<file path="src/rtl/div_if.sv">
// div_if: handshake and operand/result bundle for the sequential divider.
//   master: start, dividend, divisor out; busy, done, quotient, remainder, div_by_zero in
//   slave : mirror of master (implemented by div)
interface div_if #(
   parameter int unsigned BUS_WIDTH = 16
);
   logic                 start;
   logic [BUS_WIDTH-1:0] dividend;
   logic [BUS_WIDTH-1:0] divisor;
   logic                 busy;
   logic                 done;
   logic [BUS_WIDTH-1:0] quotient;
   logic [BUS_WIDTH-1:0] remainder;
   logic                 div_by_zero;

   modport master (
      output start, dividend, divisor,
      input  busy, done, quotient, remainder, div_by_zero
   );

   modport slave (
      input  start, dividend, divisor,
      output busy, done, quotient, remainder, div_by_zero
   );
endinterface

</file>
<file path="src/rtl/div.sv">
// div: sequential unsigned restoring divider, one quotient bit per clock.
//   clk  : rising-edge clock
//   rst  : asynchronous active-high reset
//   bus  : div_if.slave -- start/dividend/divisor in; busy, done (1-cycle pulse),
//          quotient, remainder, div_by_zero out (all registered)
module div #(
   parameter int unsigned BUS_WIDTH = 16
) (
   input  logic clk,
   input  logic rst,
   div_if.slave bus
);
   localparam int unsigned W     = BUS_WIDTH;
   localparam int unsigned CNT_W = $clog2(W);

   typedef enum logic [1:0] {IDLE, RUN, DONE} state_t;

   state_t           state;
   logic [CNT_W-1:0] cnt;
   logic [W-1:0]     dvsr;

   logic [W:0]       r_sh;
   logic [W+1:0]     diff;
   logic             no_borrow;
   logic             accept;

   // Trial subtraction. The shifted remainder keeps its carry-out bit so that
   // divisors with the MSB set still produce correct results.
   always_comb begin
      r_sh      = {bus.remainder, bus.quotient[W-1]};
      diff      = {1'b0, r_sh} - {2'b00, dvsr};
      no_borrow = ~diff[W+1];
      accept    = bus.start && (state != RUN);
   end

   // Control and datapath; quotient/remainder double as the working {R, Q} pair.
   always_ff @(posedge clk or posedge rst) begin
      if (rst) begin
         state           <= IDLE;
         cnt             <= '0;
         dvsr            <= '0;
         bus.busy        <= 1'b0;
         bus.done        <= 1'b0;
         bus.quotient    <= '0;
         bus.remainder   <= '0;
         bus.div_by_zero <= 1'b0;
      end else begin
         bus.done <= 1'b0;
         if (accept) begin
            if (bus.divisor == '0) begin
               state           <= DONE;
               bus.quotient    <= '1;
               bus.remainder   <= bus.dividend;
               bus.div_by_zero <= 1'b1;
               bus.busy        <= 1'b0;
               bus.done        <= 1'b1;
            end else begin
               state           <= RUN;
               bus.quotient    <= bus.dividend;
               bus.remainder   <= '0;
               bus.div_by_zero <= 1'b0;
               dvsr            <= bus.divisor;
               cnt             <= '0;
               bus.busy        <= 1'b1;
            end
         end else begin
            case (state)
               RUN: begin
                  bus.remainder <= no_borrow ? diff[W-1:0] : r_sh[W-1:0];
                  bus.quotient  <= {bus.quotient[W-2:0], no_borrow};
                  cnt           <= cnt + CNT_W'(1);
                  if (cnt == CNT_W'(W-1)) begin
                     state    <= DONE;
                     bus.busy <= 1'b0;
                     bus.done <= 1'b1;
                  end
               end
               DONE:    state <= IDLE;
               default: state <= IDLE;
            endcase
         end
      end
   end
endmodule

</file>
<file path="src/flat_wrapper.sv">
// flat-port wrapper written by rule: the top's interface ports become plain ports
module div_flat 
#(
   parameter int unsigned BUS_WIDTH = 16
)
  (clk, rst, bus_start, bus_dividend, bus_divisor, bus_busy, bus_done, bus_quotient, bus_remainder, bus_div_by_zero);
  div_if #(.BUS_WIDTH(BUS_WIDTH)) bus_i ();
  input  logic clk;
  input  logic rst;
  input wire logic [$bits(bus_i.start)-1:0] bus_start;
  input wire logic [$bits(bus_i.dividend)-1:0] bus_dividend;
  input wire logic [$bits(bus_i.divisor)-1:0] bus_divisor;
  output wire logic [$bits(bus_i.busy)-1:0] bus_busy;
  output wire logic [$bits(bus_i.done)-1:0] bus_done;
  output wire logic [$bits(bus_i.quotient)-1:0] bus_quotient;
  output wire logic [$bits(bus_i.remainder)-1:0] bus_remainder;
  output wire logic [$bits(bus_i.div_by_zero)-1:0] bus_div_by_zero;
  assign bus_i.start = bus_start;
  assign bus_i.dividend = bus_dividend;
  assign bus_i.divisor = bus_divisor;
  assign bus_busy = bus_i.busy;
  assign bus_done = bus_i.done;
  assign bus_quotient = bus_i.quotient;
  assign bus_remainder = bus_i.remainder;
  assign bus_div_by_zero = bus_i.div_by_zero;
  div #(.BUS_WIDTH(BUS_WIDTH)) u_core (.clk(clk), .rst(rst), .bus(bus_i));
endmodule
</file>
<file path="config.mk">
export PLATFORM = sky130hd
export DESIGN_NAME = div_flat
export DESIGN_NICKNAME = d
export VERILOG_FILES = /design/src/rtl/div_if.sv /design/src/rtl/div.sv /design/src/flat_wrapper.sv
export SDC_FILE = /design/constraint.sdc
export NUM_CORES = 1
export LEC_CHECK = 0
export CORE_MARGIN = 5
export CORE_UTILIZATION = 44
export CTS_CLUSTER_DIAMETER = 60
export DETAILED_ROUTE_END_ITERATION = 16
export PLACE_DENSITY = 0.73
export SETUP_SLACK_MARGIN = 0.5
export SKIP_LAST_GASP = 1
export SYNTH_ARGS = -nofsm -noshare
export SYNTH_HDL_FRONTEND = slang
export SYNTH_SLANG_ARGS = --single-unit
</file>
<file path="constraint.sdc">
create_clock -name clk -period 2.5 [get_ports clk]
set_input_delay 0.375 -clock clk [delete_from_list [all_inputs] [get_ports clk]]
set_output_delay 0.375 -clock clk [all_outputs]
set_load 0.05 [all_outputs]
</file>
== Word level (Yosys, flattened, before mapping) ==
Index checks and enable logic that the tools add are counted.
Storage, ports and cells
  bits in registers: 57
  bits of input ports: 35
  output and inout port bits: 35
  logic and storage cells: 46
Operators by class
  add/sub/neg operators: 2
  equality and inequality tests: 5
  muxes and demuxes: 22
  bitwise logic cells: 2
  reductions and logical operators: 7
Operators by type and width (count)
  2-to-1 mux 16 bit: 7
  subtractor 17 x 16 -> 18 bit: 1
  logical NOT 16 bit: 1
  2-to-1 mux 4 bit: 3
  2-to-1 mux 1 bit: 8
  2-to-1 mux 2 bit: 4
  AND reduction 2 bit: 3
  adder 4 x 1 -> 4 bit, second input constant: 1
  == test 4 bit, second input constant: 1
  nonzero test 2 bit: 2
  != test 3 x 1 -> 1 bit, second input constant: 1
  == test 2 x 1 -> 1 bit, second input constant: 1
  != test 2 x 1 -> 1 bit, second input constant: 1
  != test 2 bit, second input constant: 1
  NOT 1 bit: 2
  logical AND 1 bit: 1

== Longest topological paths before layout ==
Gate-level depths: netlist (run 1).
  word-level depth: 4
  depth in mapped cells: 11
  mapped depth without buffers: 10

== Least setup slack after synthesis (run 1) ==
OpenSTA, ideal clock, no wires.
  kind: reg-to-reg
  start: register u_core.bus.remainder[9]
  end: register u_core.bus.remainder[12]
  library setup time: 128 ps
  arrival time: 2451 ps
  required time: 2372 ps
  slack: -79 ps
  stages on the path, launching flop included: 11
  clock period less this slack: 2579 ps
  cells stage by stage: dfrtp_1 > ha_1 > buf_2 > a21oi_1 > o21ai_0 > nand2_1 > a31oi_1 > nor3b_2 > buf_4 > a221oi_1 > o2bb2ai_1
Between the ends
  word-level cells in the longest chain between the ends: 4
RTL lines
  from (decl): line div_if.sv:23  | output busy, done, quotient, remainder, div_by_zero
  from (signal assigned): line div.sv:53  | bus.remainder <= bus.dividend;
  from (signal assigned): line div.sv:69  | bus.remainder <= no_borrow ? diff[W-1:0] : r_sh[W-1:0];
  subtractor 17 x 16 -> 18 bit: line div.sv:31  | diff = {1'b0, r_sh} - {2'b00, dvsr};
  2-to-1 mux 16 bit: line div.sv:69
  2-to-1 mux 16 bit: line div.sv:67  | case (state)
  2-to-1 mux 16 bit: line div.sv:49  | if (accept) begin
No other way between the ends. The select of a mux whose other input is x is not followed.
A chain may end at the register's enable or synchronous reset.

== Worst setup path in the final report (run 1) ==
  start: register u_core.bus.remainder[2]
  end: register u_core.bus.remainder[7]
The elaborated chain is that of the path after synthesis.

==> key figures, run 1 <==
Worst setup path
  – Delay-heaviest family, CP: compound AO/OA/AOI/OAI gates
  – Crit start category: register
  – Crit path max fanout: 6
  – Slowest stage delay, CP: around 430 ps
  – Worst path bufs/invs: 2
  – CP endpoint kind: register
  – CP Cell Sequence: ha_4 > o21a_1 > o31a_4 > o2111ai_4 > a311oi_4 > nor3b_2 > buf_6 > buf_4 > a221oi_2 > a21oi_1
  – Critical-path top delay cell: dfrtp_2
  – Crit Path Class: register to register
  – Critical path arrival: approximately 2600 ps
  – Worst EP required: 2720 ps

Routing
  – Total wire length: 10.5 mm
  – Total number of vias: roughly 3,400
  – Total iterations of the first detailed-routing run: 4
  – DRT antenna net count: 0
  – First DRT Iteration DRCs: between 150 and 200
  – Drt via density: 5.48
  – Remaining DRCs: 0
  – Drt wl/cell: between 15 and 20 µm

Finish
  – Area growth syn-to-layout: 47.2%
  – Design Area, Final: 5080 µm²
  – Commonest non-fill, non-tap cells in the layout: nand2_1 (65), clkdlybuf4s50_1 (58), o21ai_0 (56), dfrtp_1 (43), buf_4 (38)
  – Most common cell after layout, fill and taps aside: nand2_1
  – Nets: around 570
  – Fillers: approximately 620
  – Share of cells above drive strength 1: 0.235
  – # diodes: 0
  – Fin util: 0.661

Synthesis
  – Cell variety after synth: 54
  – Synth async-reset ratio: 1.00
  – Mean cell area of the mapped netlist: about 8.5 µm²
  – Syn nets: between 400 and 500
  – Seq/Total Area, Yosys: 0.413
  – Yosys reg bits: 57
  – Primary FF master, synth: dfrtp_1
  – Largest cells by area after synthesis: dfrtp_1 (41%), o21ai_0 (8.3%), nand2_1 (7.3%)
  – Post-synth EDFFs: 0
  – Synth top area share: 0.413
  – Total number of yosys warnings: 0
  – Yosys top cell by area: dfrtp_1
  – Synthesized instance count: approximately 410
  – Mapped Area: ~3400 µm²

Place
  – HPWL Detailed: 7.40 mm
  – GP Congestion: 0.852
  – Placed Area: about 4500 µm²
  – Port bufs: slightly below 70
  – Dpl ws: between 10 and 15 ps

GRT
  – Initial antenna violation count: 0
  – Vias in the first global route: 3,471
  – Gr usage total: 0.220
  – Largest net degree at the start of global routing: 58
  – First-pass GRT wire length: 17.1 mm
  – GR Overflow Total: 0

Timing
  – Final setup violation count: 0
  – Final period util: 0.959
  – Slew Viols, Final: 0
  – Worst setup margin: about 100 ps
  – Max Freq: 417 MHz
  – Hold Slack: roughly 400 ps
  – RSZ-0062 raised after global routing: true
  – Normalized max-slew margin: 0.629
  – Clock Skew: 3.84 ps
  – Fin. Hold Viols: 0
  – Fin crit period: around 2400 ps
  – Worst slew pin tran: around 560 ps

Floorplanning
  – Site row count: 32
  – Core Region: 7690 µm²
  – Initial Util: 0.449
  – Die height: between 90 and 100 µm
  – Die ar.: 9710 µm²
  – Top-Level Pins: 70
  – Die width: approximately 99 µm

Run status
  – Status: complete, no violations

CTS
  – H-tree depth: 3
  – Total CTS buffers: 9
  – Worst skew pair latency: approximately 340 ps
  – CTS Root Cell: clkbuf_8
  – TritonCTS clock tree: yes
  – Reg clk slew, reported paths: around 70 ps
  – Clock buffer depth: 2
  – Post-CTS Hold Buffers: 0
  – TritonCTS Sinks: 57

Min path
  – HP Class: input pin to async pin

Flow run
  – Max_cap viols: 0
==> cell usage after synthesis, drive strengths merged, types with 2 or more instances <==
cell type and count:
a31oi 5, inv 19, nand2 67, o21bai 3, ha 17, a32oi 2
nand3b 2, nand3 7, o2bb2ai 2, o21ai 58, a2bb2oi 2, nand2b 7
o21a 2, o211ai 3, a22oi 3, or3 3, xnor2 4, or2 2
buf 4, nand4 2, dfrtp 57, a21o 7, clkbuf 15, mux2 2
nor4 6, nor3 5, xor2 8, nor2 40, o31a 2, a21oi 19
a221oi 4, nor2b 2, a221o 3, and3 6, mux2i 2
==> final cells by class <==
cell class,instances,area [µm²],share of cell area
clock buffers,11,141,0.0278
well taps,102,128,0.0251
flip-flops and latches,57,1440,0.284
inverters,19,71.3,0.0140
multi-input cells,311,2140,0.421
clock inverters,5,55.1,0.0108
repair buffers,116,1100,0.217
==> flip-flops by register name (all words and copies together) (netlist names) <==
signal and cells:
u_core.state 2, u_core.bus.done 1, u_core.bus.busy 1, u_core.dvsr 16
u_core.cnt 4, u_core.bus.quotient 16, u_core.bus.remainder 16, u_core.bus.div_by_zero 1
==> cell families after synthesis <==
family | after synthesis | synth area share
xor+xnor | 12 | 0.0305
mux | 4 | 0.0123
compound gates | 124 | 0.232
fa+ha+maj | 18 | 0.0675
buf+inv | 38 | 0.0432
simple gates | 153 | 0.201
flops | 57 | 0.413
==> worst paths after layout <==
path	start	to	cells after the start	slack, ps
max in group asynchronous	rst	u_core.bus.remainder[8]	3	1810
min	rst	u_core.bus.quotient[2]	3	400
max reg2reg	u_core.bus.remainder[2]	u_core.bus.remainder[7]	10	100
min reg2reg	u_core.bus.div_by_zero	u_core.bus.div_by_zero	1	510
max	u_core.bus.remainder[2]	u_core.bus.remainder[7]	10	100
min in group clk	u_core.bus.div_by_zero	u_core.bus.div_by_zero	1	510
==> layer usage <==
layer / GRT usage / share of wire / vias to the layer above
li1: - / - / 1651
met1: 0.274 / 0.41 / 1625
met2: 0.377 / 0.52 / 105
met3: 0.0368 / 0.053 / 19
met4: 0.0924 / 0.023 / 0
met5: 0 / 0 / -
==> stage by stage <==
step           setup TNS [ps]  std cells
6_report                    0        621
5_1_grt                 -4.94        621
4_1_cts                     0        611
3_5_place_dp                0        580
3_3_place_gp                0        580
2_1_floorplan               0        406
==> timing repair <==
action	4_1_cts	5_1_grt
pin swaps	14	9
resized for setup	22	19
endpoints found under the setup margin	27	33
buffers inserted	15	10
==> tightest hold or removal path: stages <==
cell,delay [ps]
clkdlybuf4s50_1,410
inv_2,70
buf_12,280
Power of run 1 is left out: the tool's default activity adds up to more than one toggle a clock period on the data nets, which glitch-free logic cannot reach.
==> inputs of run 2 (changes only) <==
Settings changed: DONT_BUFFER_PORTS from default to 1, PLACE_DENSITY 0.73 to default, TNS_END_PERCENT from default to 100.
==> run 2 against run 1 <==
Compared with the run above:
- fmax grew 1.7%
- count of clock-buffer cells in the layout decreased by 1
- clock skew grew 5.2 ps
- worst setup slack improved by 41 ps
- sequential cell count stayed put
- first-iteration DRC count decreased by 32%
- sequential share of layout area increased by 4.5 points
- final area down 14%
- non-clock buffer count fell by 70
- cell count down 11%
- hold slack got worse by 390 ps
- via count shrank 8.6%
- critical path type unchanged
==> key figures, run 2 (same netlist as run 1, synthesis figures left out) <==
Worst setup path
  – Critical-path top delay cell: dfrtp_1
  – CP Cell Sequence: inv_2 > ha_4 > nor2b_4 > o31a_4 > o2111ai_4 > a311oi_4 > nor2_4 > mux2i_1 > a221o_1
  – CP endpoint kind: register
  – Crit path max fanout: 8
  – Crit Path Class: register to register
  – Slowest stage delay, CP: about 400 ps
  – Critical path arrival: around 2600 ps
  – Worst EP required: ~2700 ps
  – Crit start category: register

Floorplanning
  – Die height: between 90 and 100 µm
  – Top-Level Pins: 70
  – Core Region: ~7700 µm²
  – Die ar.: between 9000 and 10,000 µm²
  – Die width: between 90 and 100 µm
  – Site row count: 32
  – Initial Util: 0.449

Routing
  – DRT antenna net count: 0
  – Total iterations of the first detailed-routing run: 4
  – Drt wl/cell: 18.3 µm
  – Remaining DRCs: 0
  – Total wire length: about 10 mm
  – Total number of vias: slightly above 3,000
  – Drt via density: approximately 5.6
  – First DRT Iteration DRCs: ~110

Finish
  – Multi-input logic area: between 2000 and 2500 µm²
  – Top flop regs: u_core.bus.quotient (16), u_core.bus.remainder (16), u_core.dvsr (16)
  – Share of cells above drive strength 1: 0.267
  – Area growth syn-to-layout: 27.3%
  – Commonest non-fill, non-tap cells in the layout: nand2_1 (65), o21ai_0 (56), dfrtp_1 (43), buf_4 (39), nor2_1 (37)
  – Most common cell after layout, fill and taps aside: nand2_1
  – Fillers: 711
  – Reg area: roughly 1400 µm²
  – Non-Filler Instances: approximately 550
  – # diodes: 0
  – Nets: slightly below 500

Timing
  – Max Freq: about 420 MHz
  – RSZ-0062 raised after global routing: true
  – Slew Viols, Final: 0
  – Normalized max-slew margin: 0.556
  – Fin crit period: between 2000 and 2500 ps
  – Final setup violation count: 0
  – Worst slew pin tran: ~670 ps
  – Clock Skew: slightly above 9 ps
  – Total negative slack: 0 ps
  – Fin. Hold Viols: 0
  – Final period util: 0.943

CTS
  – Post-CTS Hold Buffers: 0
  – TritonCTS clock tree: yes
  – Reg clk slew, reported paths: 70 ps
  – Worst skew pair latency: roughly 340 ps
  – H-tree depth: 3
  – TritonCTS Sinks: 57
  – CTS Root Cell: clkbuf_8
  – Total CTS buffers: 9
  – Clock buffer depth: 2

Place
  – GP Congestion: just under 0.9
  – HPWL Detailed: 7.51 mm
  – Placed cell count: approximately 520
  – Port bufs: 0

GRT
  – Largest net degree at the start of global routing: 40
  – Gr usage total: 0.216
  – Vias in the first global route: around 3,200
  – First-pass GRT wire length: 16.7 mm
  – GR Overflow Total: 0
  – Initial antenna violation count: 0

Run status
  – Status: complete, no violations

Flow run
  – Max_cap viols: 0

Min path
  – HP Class: input pin to async pin
-- run 2: changes by cell type in the layout (fill, tap and decap cells not counted), sizes merged --
| cell | previous run | this run |
|---|---|---|
| clkdlybuf4s50 | 58 | 0 |
| bufinv | 1 | 2 |
| clkinvlp | 2 | 1 |
| dlymetal6s2s | 8 | 0 |
| clkinv | 2 | 3 |
| clkbuf | 11 | 10 |
| dlygate4sd2 | 3 | 0 |
| buf | 47 | 46 |
-- run 2: layer usage --
layer	GRT usage	up-vias	wire length [µm]
li1	-	1516	-
met1	0.264	1508	4200
met2	0.371	75	5160
met3	0.0552	10	588
met4	0.0756	0	127
met5	0	-	0
-- run 2: through the flow --
step | area, µm² | hold slack (ps) | utilization | worst slack, ps
floorplan | 3620 | 472 | - | 148
CTS | 4300 | 20.0 | 0.559 | 141
detailed placement | 3940 | 393 | 0.513 | 47.3
global route | 4390 | 36.4 | 0.571 | 32.7
finish | 4390 | 4.39 | 0.571 | 142
global placement | 3940 | 395 | 0.513 | 79.4
-- run 2: cell type report --
type	count	share of cell area
Sequential cell	57	0.329
Tap cell	102	0.0291
Timing Repair Buffer	46	0.0906
Clock buffer	10	0.0291
Inverter	19	0.0162
Multi-Input combinational cell	311	0.487
Clock inverter	6	0.0188
-- run 2: final timing paths --
check,cells after the start,slack [ps],to,from
min in group clk,2,160,u_core.dvsr[5],bus_divisor[5]
worst max register to register,9,140,u_core.bus.remainder[0],u_core.dvsr[1]
max in group asynchronous,2,1890,u_core.bus.remainder[5],rst
worst max-delay path,9,140,u_core.bus.remainder[0],u_core.dvsr[1]
worst min register to register,1,520,u_core.cnt[2],u_core.cnt[2]
worst min-delay path,1,4,u_core.bus.quotient[2],rst
-- run 2: timing repair --
item,CTS,global route
setup endpoints to repair,17,18
resized for setup,15,13
gates cloned,1,0
pin swaps,15,12
setup buffers,11,4
-- run 2: worst max-delay path: cells and delay by family, from the launching register on --
kind / cells / cell delay [ps]
adder cells (fa/ha/maj): 1 / 200
multiplexers: 1 / 120
AO/OA/AOI/OAI: 4 / 1020
AND/OR/NAND/NOR: 2 / 410
buffers and inverters: 1 / 90
flip-flops: 1 / 400
Power of run 2 is left out for the same reason.
